<file path="config.mk">
export PLATFORM = sky130hd
export DESIGN_NAME = mips_run_ctrl
export DESIGN_NICKNAME = d
export VERILOG_FILES = /design/src/rtl/mips_run_ctrl.sv
export SDC_FILE = /design/constraint.sdc
export NUM_CORES = 1
export LEC_CHECK = 0
export ABC_AREA = 1
export CAP_MARGIN = 10
export CORE_ASPECT_RATIO = 0.8
export CORE_MARGIN = 2
export CORE_UTILIZATION = 64
export DETAILED_ROUTE_END_ITERATION = 12
export PLACE_DENSITY = 0.87
export RECOVER_POWER = 25
export SYNTH_ARGS = -nofsm -noshare
export SYNTH_HDL_FRONTEND = slang
export SYNTH_SLANG_ARGS = --single-unit
</file>
<file path="constraint.sdc">
create_clock -name clk -period 4.25 [get_ports clk]
set_input_delay 0.425 -clock clk [delete_from_list [all_inputs] [get_ports clk]]
set_output_delay 0.425 -clock clk [all_outputs]
set_load 0.02 [all_outputs]
</file>
<file path="src/rtl/mips_run_ctrl.sv">
// Run-control front end for the mips789 core: button conditioning, CPU reset
// stretching and halt/run/single-step sequencing of the core's rst/pause inputs.
module mips_run_ctrl #(
    parameter int DEB_CYCLES  = 500000,
    parameter int DEB_W       = 20,
    parameter int RST_CYCLES  = 16,
    parameter int STEP_CYCLES = 1,
    parameter bit AUTORUN     = 1'b1
) (
    input  logic clk,
    input  logic rst,
    input  logic btn_rst_n,
    input  logic btn_run_n,
    input  logic btn_step_n,
    input  logic halt_i,
    output logic cpu_rst,
    output logic pause,
    output logic led_run,
    output logic led_halt
);

    localparam int MAX_CYC = (RST_CYCLES > STEP_CYCLES) ? RST_CYCLES : STEP_CYCLES;
    localparam int CNT_W   = (MAX_CYC > 1) ? $clog2(MAX_CYC) : 1;

    localparam logic [DEB_W-1:0] DEB_LAST  = DEB_W'(DEB_CYCLES - 1);
    localparam logic [CNT_W-1:0] RST_LOAD  = CNT_W'(RST_CYCLES - 1);
    localparam logic [CNT_W-1:0] STEP_LOAD = CNT_W'(STEP_CYCLES - 1);

    localparam int BTN_RST  = 0;
    localparam int BTN_RUN  = 1;
    localparam int BTN_STEP = 2;

    typedef enum logic [1:0] {
        S_RST,
        S_HALT,
        S_STEP,
        S_RUN
    } state_t;

    logic [2:0] btn_raw;
    logic [2:0] press;

    assign btn_raw = {btn_step_n, btn_run_n, btn_rst_n};

    // Per button: 2-flop synchroniser, debouncer, falling-edge press pulse.
    generate
        for (genvar gi = 0; gi < 3; gi++) begin : g_btn
            logic             sync1_reg;
            logic             sync2_reg;
            logic             deb_reg;
            logic             deb_next;
            logic             press_reg;
            logic [DEB_W-1:0] cnt_reg;
            logic [DEB_W-1:0] cnt_next;

            always_comb begin
                deb_next = deb_reg;
                cnt_next = '0;
                if (sync2_reg != deb_reg) begin
                    if (cnt_reg == DEB_LAST) begin
                        deb_next = sync2_reg;
                    end else begin
                        cnt_next = cnt_reg + 1'b1;
                    end
                end
            end

            always_ff @(posedge clk) begin
                if (!rst) begin
                    sync1_reg <= 1'b1;
                    sync2_reg <= 1'b1;
                    deb_reg   <= 1'b1;
                    cnt_reg   <= '0;
                    press_reg <= 1'b0;
                end else begin
                    sync1_reg <= btn_raw[gi];
                    sync2_reg <= sync1_reg;
                    deb_reg   <= deb_next;
                    cnt_reg   <= cnt_next;
                    press_reg <= deb_reg & ~deb_next;
                end
            end

            assign press[gi] = press_reg;
        end
    endgenerate

    state_t           state_reg;
    state_t           state_next;
    logic [CNT_W-1:0] st_cnt_reg;
    logic [CNT_W-1:0] st_cnt_next;
    logic             rst_req_reg;

    // The block reset leaves a one-cycle request that re-enters S_RST exactly
    // like a reset press, so the stretch always starts on the release edge.
    always_comb begin
        state_next  = state_reg;
        st_cnt_next = (st_cnt_reg != '0) ? st_cnt_reg - 1'b1 : st_cnt_reg;
        if (press[BTN_RST] || rst_req_reg) begin
            state_next  = S_RST;
            st_cnt_next = RST_LOAD;
        end else begin
            case (state_reg)
                S_RST: begin
                    if (st_cnt_reg == '0) begin
                        state_next = AUTORUN ? S_RUN : S_HALT;
                    end
                end
                S_HALT: begin
                    if (press[BTN_RUN]) begin
                        state_next = S_RUN;
                    end else if (press[BTN_STEP]) begin
                        state_next  = S_STEP;
                        st_cnt_next = STEP_LOAD;
                    end
                end
                S_STEP: begin
                    if (st_cnt_reg == '0) begin
                        state_next = S_HALT;
                    end
                end
                S_RUN: begin
                    if (press[BTN_RUN] || halt_i) begin
                        state_next = S_HALT;
                    end
                end
                default: begin
                    state_next  = S_RST;
                    st_cnt_next = RST_LOAD;
                end
            endcase
        end
    end

    // Outputs decode the next state so they move on the same edge as the state.
    always_ff @(posedge clk) begin
        if (!rst) begin
            state_reg   <= S_RST;
            st_cnt_reg  <= RST_LOAD;
            rst_req_reg <= 1'b1;
            cpu_rst     <= 1'b1;
            pause       <= 1'b1;
            led_run     <= 1'b0;
            led_halt    <= 1'b0;
        end else begin
            state_reg   <= state_next;
            st_cnt_reg  <= st_cnt_next;
            rst_req_reg <= 1'b0;
            cpu_rst     <= (state_next == S_RST);
            pause       <= (state_next == S_RST) || (state_next == S_HALT);
            led_run     <= (state_next == S_RUN);
            led_halt    <= (state_next == S_HALT);
        end
    end

endmodule

</file>
==> Word level (Yosys, flattened, before mapping) <==
Cells that the tools add are included.
{ "word_totals": {"register_bits": 83, "latchBits": 0, "ram_bits": 0, "rom_bits": 0, "out_inout_bits": 4, "elab_cells": 76, "mem_count": 0} }
{ "classes": {"add_sub_neg": 4, "n_mul": 0, "div_mod_pow": 0, "magnitude_cmp": 0, "eq_ne": 11, "n_shift": 0, "n_mux": 18, "bitwise_logic": 10, "reduce_logical": 11} }
{ "ops": {"columns": ["cell", "n"], "rows": [
  ["adder 20 x 1 -> 20 bit (second input constant)", 3],
  ["equality test 20 x 19 -> 1 bit (second input constant)", 3],
  ["two-way mux 4 bit", 4],
  ["two-way mux 2 bit", 6],
  ["OR reduction 3 bit", 3],
  ["one-hot mux 2 bit (4 select lines)", 1],
  ["two-way mux 1 bit", 7],
  ["inverter 1 bit", 7],
  ["equality test 2 bit (second input constant)", 3],
  ["equality test 2 x 1 -> 1 bit (second input constant)", 2],
  ["logical NOT 2 bit", 2],
  ["logical NOT 4 bit", 1],
  ["nonzero test 4 bit", 1],
  ["subtractor 4 x 1 -> 4 bit (second input constant)", 1],
  ["AND 1 bit", 3],
  ["logical OR 1 bit", 3],
  ["!= test 1 bit", 3],
  ["OR reduction 2 bit", 1]
]} }

==> Longest topological paths before layout <==
{ "logic_depth": {"word_depth": 6, "ltp_mapped": 9, "depth_no_buf": 9} }

==> Least setup slack after synthesis <==
OpenSTA, ideal clock, no wires.
{ "synth_path": {"path_kind": "register to register", "start": "register g_btn[1].cnt_reg[0]", "end": "register g_btn[1].cnt_reg[17]", "arrival_ns": 1.231, "setup_slack_ns": 2.907, "path_stages_with_launch": 8, "synth_period_minus_slack_ns": 1.343, "cell_sequence": "dfxtp_1 -> ha_1 -> nand3_2 -> nor2_1 -> nand3_1 -> nand2_4 -> buf_6 -> nor2_1"} }
{ "synth_via": {"elab_chain_cells": 2, "elab_cells_between_ends": 3, "classes_between": "1 x add/sub; 1 x eq/ne; 1 x reduce/logical"} }
{ "synth_lines": {"columns": ["item", "line", "source"], "rows": [
  ["start: declaration", "53", "logic [DEB_W-1:0] cnt_reg;"],
  ["start signal: assignment", "79", "cnt_reg <= cnt_next;"],
  ["branches (longest 2 deep; another with adder 20 x 1 -> 20 bit)", null, null]
]} }
Several ways; the timed one is not identified.
A chain may end at the register's enable or synchronous reset.

==> Worst setup path after layout <==
{ "layout_path": {"start": "register g_btn[2].cnt_reg[0]", "end": "register g_btn[2].cnt_reg[7]"} }
{ "layout_via": {"elab_chain_cells": 2, "elab_cells_between_ends": 3, "classes_between": "1 x add/sub; 1 x eq/ne; 1 x reduce/logical"} }
{ "layout_lines": {"columns": ["item", "line"], "rows": [
  ["start: declaration", "53"],
  ["start signal: assignment", "79"],
  ["branches (longest 2 deep; another with adder 20 x 1 -> 20 bit)", null]
]} }
Several ways; the timed one is not identified.

==> flow_summary.ini <==
[run_status]
status = finished clean

[grt]
grt_pass1_wl_um = 14460
grt_overflow = 0
grt_usage_pct = 25.88
grt_max_degree = 21
antenna_found_initial = 0
grt_pass1_vias = 3381

[timing]
rsz0062_at_grt = no
period_minus_slack_ps = 1975
relSlewSlack_pct = 53.13
slew_viol_final = 0
finalCritPeriodShare_pct = 46.47
fin_skew_ps = 11.09
fin_tns_setup_ps = 0
worst_slew_pin_slew_ps = 701.3
finalHoldViolations = 0
setup_viol = 0
fmax_mhz = 506.3

[synth]
ys_warn_count = 0
yosys-top-cells-area = dfxtp_1 (41%), nand2_1 (13%), nor2_1 (12%)
synth_seq_area_share_pct = 40.92
yosysTopAreaCell = dfxtp_1
synth.distinct_cells = 25
synth_top_area_share_pct = 40.92
synth_area_per_cell_um2 = 6.893
syn_nets = 599
syn_area_um2 = 4060
synth_seq_cells = 83
synthCells = 589

[power_and_ir_drop]
seq_power_share_pct = 57.0
p_sw_share_pct = 25.63
internal-power_mw = 1.025
pwr-share-comb_pct = 1.6
clkPwrFrac_pct = 41.5
leakage_nw = 1.411
power_switching_uw = 353.3
power_density_nw_per_um2 = 314.0
vdd_drop_max_v = 0.0002564

[worst_setup_path]
worstPathRequired_ps = 4470
r2r-start = g_btn[2].cnt_reg[0]
endpoint_kind = flip-flop
rr_worst_depth = 6
crit_top_cell = nand3_1
cp-start-kind = flip-flop
crit_path_max_incr_delay_ps = 540
critPathKind = reg -> reg
cp_max_fo = 20
cpMaxStageDelayCell = nand2_1
r2r_setup_slack_ps = 2280
path_cells = ha_1, nand3_1, nor2_1, nand3_1, nand2_1, a21oi_1
crit_path_start = g_btn[2].cnt_reg[0]
arrival_ps = 2190
rr_endpoint = g_btn[2].cnt_reg[7]

[clocking]
cts_setup_buffers = 0
clock_sinks = 83
clockBufferDepth = 2
clkTransAtPathRegs_ps = 100
holdBufCountCts = 0
ctsResizeCount = 0
cts_tree = yes
insertion_delay_ps = 370
cts_buffers = 9
h-tree-depth = 3
ctsRootBufferMaster = clkbuf_8

[detailed_routing]
drt_wl_total_um = 8528
drtAntennaViolNets = 0
wl_per_cell_um = 12.38
drt_iter0_drc = 266
vias = 3680
remaining_drc_errors = 0
viasPerCell = 5.341
dr.pass1.iters = 5

[final_layout]
final-seq-area_um2 = 1662
largest_reg_flops = 60
layout_commonest_cell = nand2_1
synthToLayoutAreaGrowth_pct = 8.105
insertedDiodeCount = 0
layout_common_cells = nand2_1 (140), nor2_1 (133), dfxtp_1 (83)
fillers = 470
utilization_pct = 73.08
layout-drive-gt1-share_pct = 7.237
multi_input_area_um2 = 2097
nets = 613

[min_path]
min_to = g_btn[0].sync2_reg
hold_start = g_btn[0].sync1_reg
hp-class = reg -> reg
worstHoldPathCells = 1

[die]
dieArea_um2 = 7001
coreArea_um2 = 6006
fp.dieH_um = 75.24
start_util_pct = 67.60
pin_count = 10
rows = 25
die_x_um = 93.05

[placement]
gp_congestion = 0.9154
dp_hpwl_um = 6143
port_buffers = 9

[run]
maxCapViolCount = 0
## metal layers
metal	part of all wire, %	wire, um	GRT usage [%]	vias up
li1	-	-	-	1861
met1	47	4012	33.33	1682
met2	45	3842	43.08	120
met3	6.4	545	5.906	17
met4	1.5	128	10.13	0
met5	0	0	0	-
## worst max path at each step
stage                            to  slack (ps)  cells past startpoint
2_1_floorplan  g_btn[1].cnt_reg[17]        2910                      7
3_3_place_gp    g_btn[0].cnt_reg[7]        2230                      5
3_5_place_dp   g_btn[2].cnt_reg[18]        2140                      5
4_1_cts         g_btn[2].cnt_reg[7]        2280                      6
5_1_grt         g_btn[2].cnt_reg[7]        2080                      6
6_report        g_btn[2].cnt_reg[7]        2280                      6
## cell families after synthesis
group | share of synthesized area (%)
buffers and inverters | 7.118
adder cells (fa/ha/maj) | 1.233
flip-flops | 40.92
AO/OA/AOI/OAI | 3.852
XOR/XNOR | 7.550
AND/OR/NAND/NOR | 39.32
## power groups by stage
stage | combinational [mW] | sequential, mW | clock [mW]
2_1_floorplan | 0.0159 | 0.803 | 0
3_3_place_gp | 0.0206 | 0.803 | 0
3_5_place_dp | 0.0215 | 0.803 | 0
4_1_cts | 0.0217 | 0.785 | 0.580
5_1_grt | 0.0242 | 0.786 | 0.608
6_report | 0.0214 | 0.785 | 0.572
## Yosys cell counts, drive strengths merged
cell / instances
nand3b: 3
nand4: 13
inv: 63
xnor2: 13
ha: 4
or2: 10
nor2: 141
dfxtp: 83
a21oi: 21
xor2: 22
nand2: 146
nand3: 46
o21ai: 8
buf: 6
o21bai: 1
nor3: 9
## through the flow
| stage | std cells | total power, mW | cell area [um^2] | hold slack [ps] | setup slack [ps] |
|---|---|---|---|---|---|
| floorplan | 589 | 0.8184 | 4060 | 392.5 | 2907 |
| detailed placement | 673 | 0.8249 | 4199 | 404.8 | 2136 |
| global route | 689 | 1.418 | 4389 | 442.9 | 2082 |
| CTS | 689 | 1.387 | 4402 | 429.1 | 2280 |
| global placement | 673 | 0.8235 | 4199 | 393.3 | 2230 |
| finish | 689 | 1.378 | 4389 | 426.6 | 2275 |
## layout make-up
cell class	count	area share [%]
Timing Repair Buffer	9	2.052
Clock inverter	7	1.796
Tap cell	81	2.309
Sequential cell	83	37.86
Multi-Input combinational cell	437	47.78
Clock buffer	9	2.822
Inverter	63	5.388
## worst max-delay path: cells and delay by family (launching register included)
kind	cells	cell delay (ps)
and+or+nand+nor	4	1030
DFF	1	420
adders and majority gates	1	280
AOI/OAI and AO/OA	1	100
Note: power is estimated with default switching activity, not from simulation.
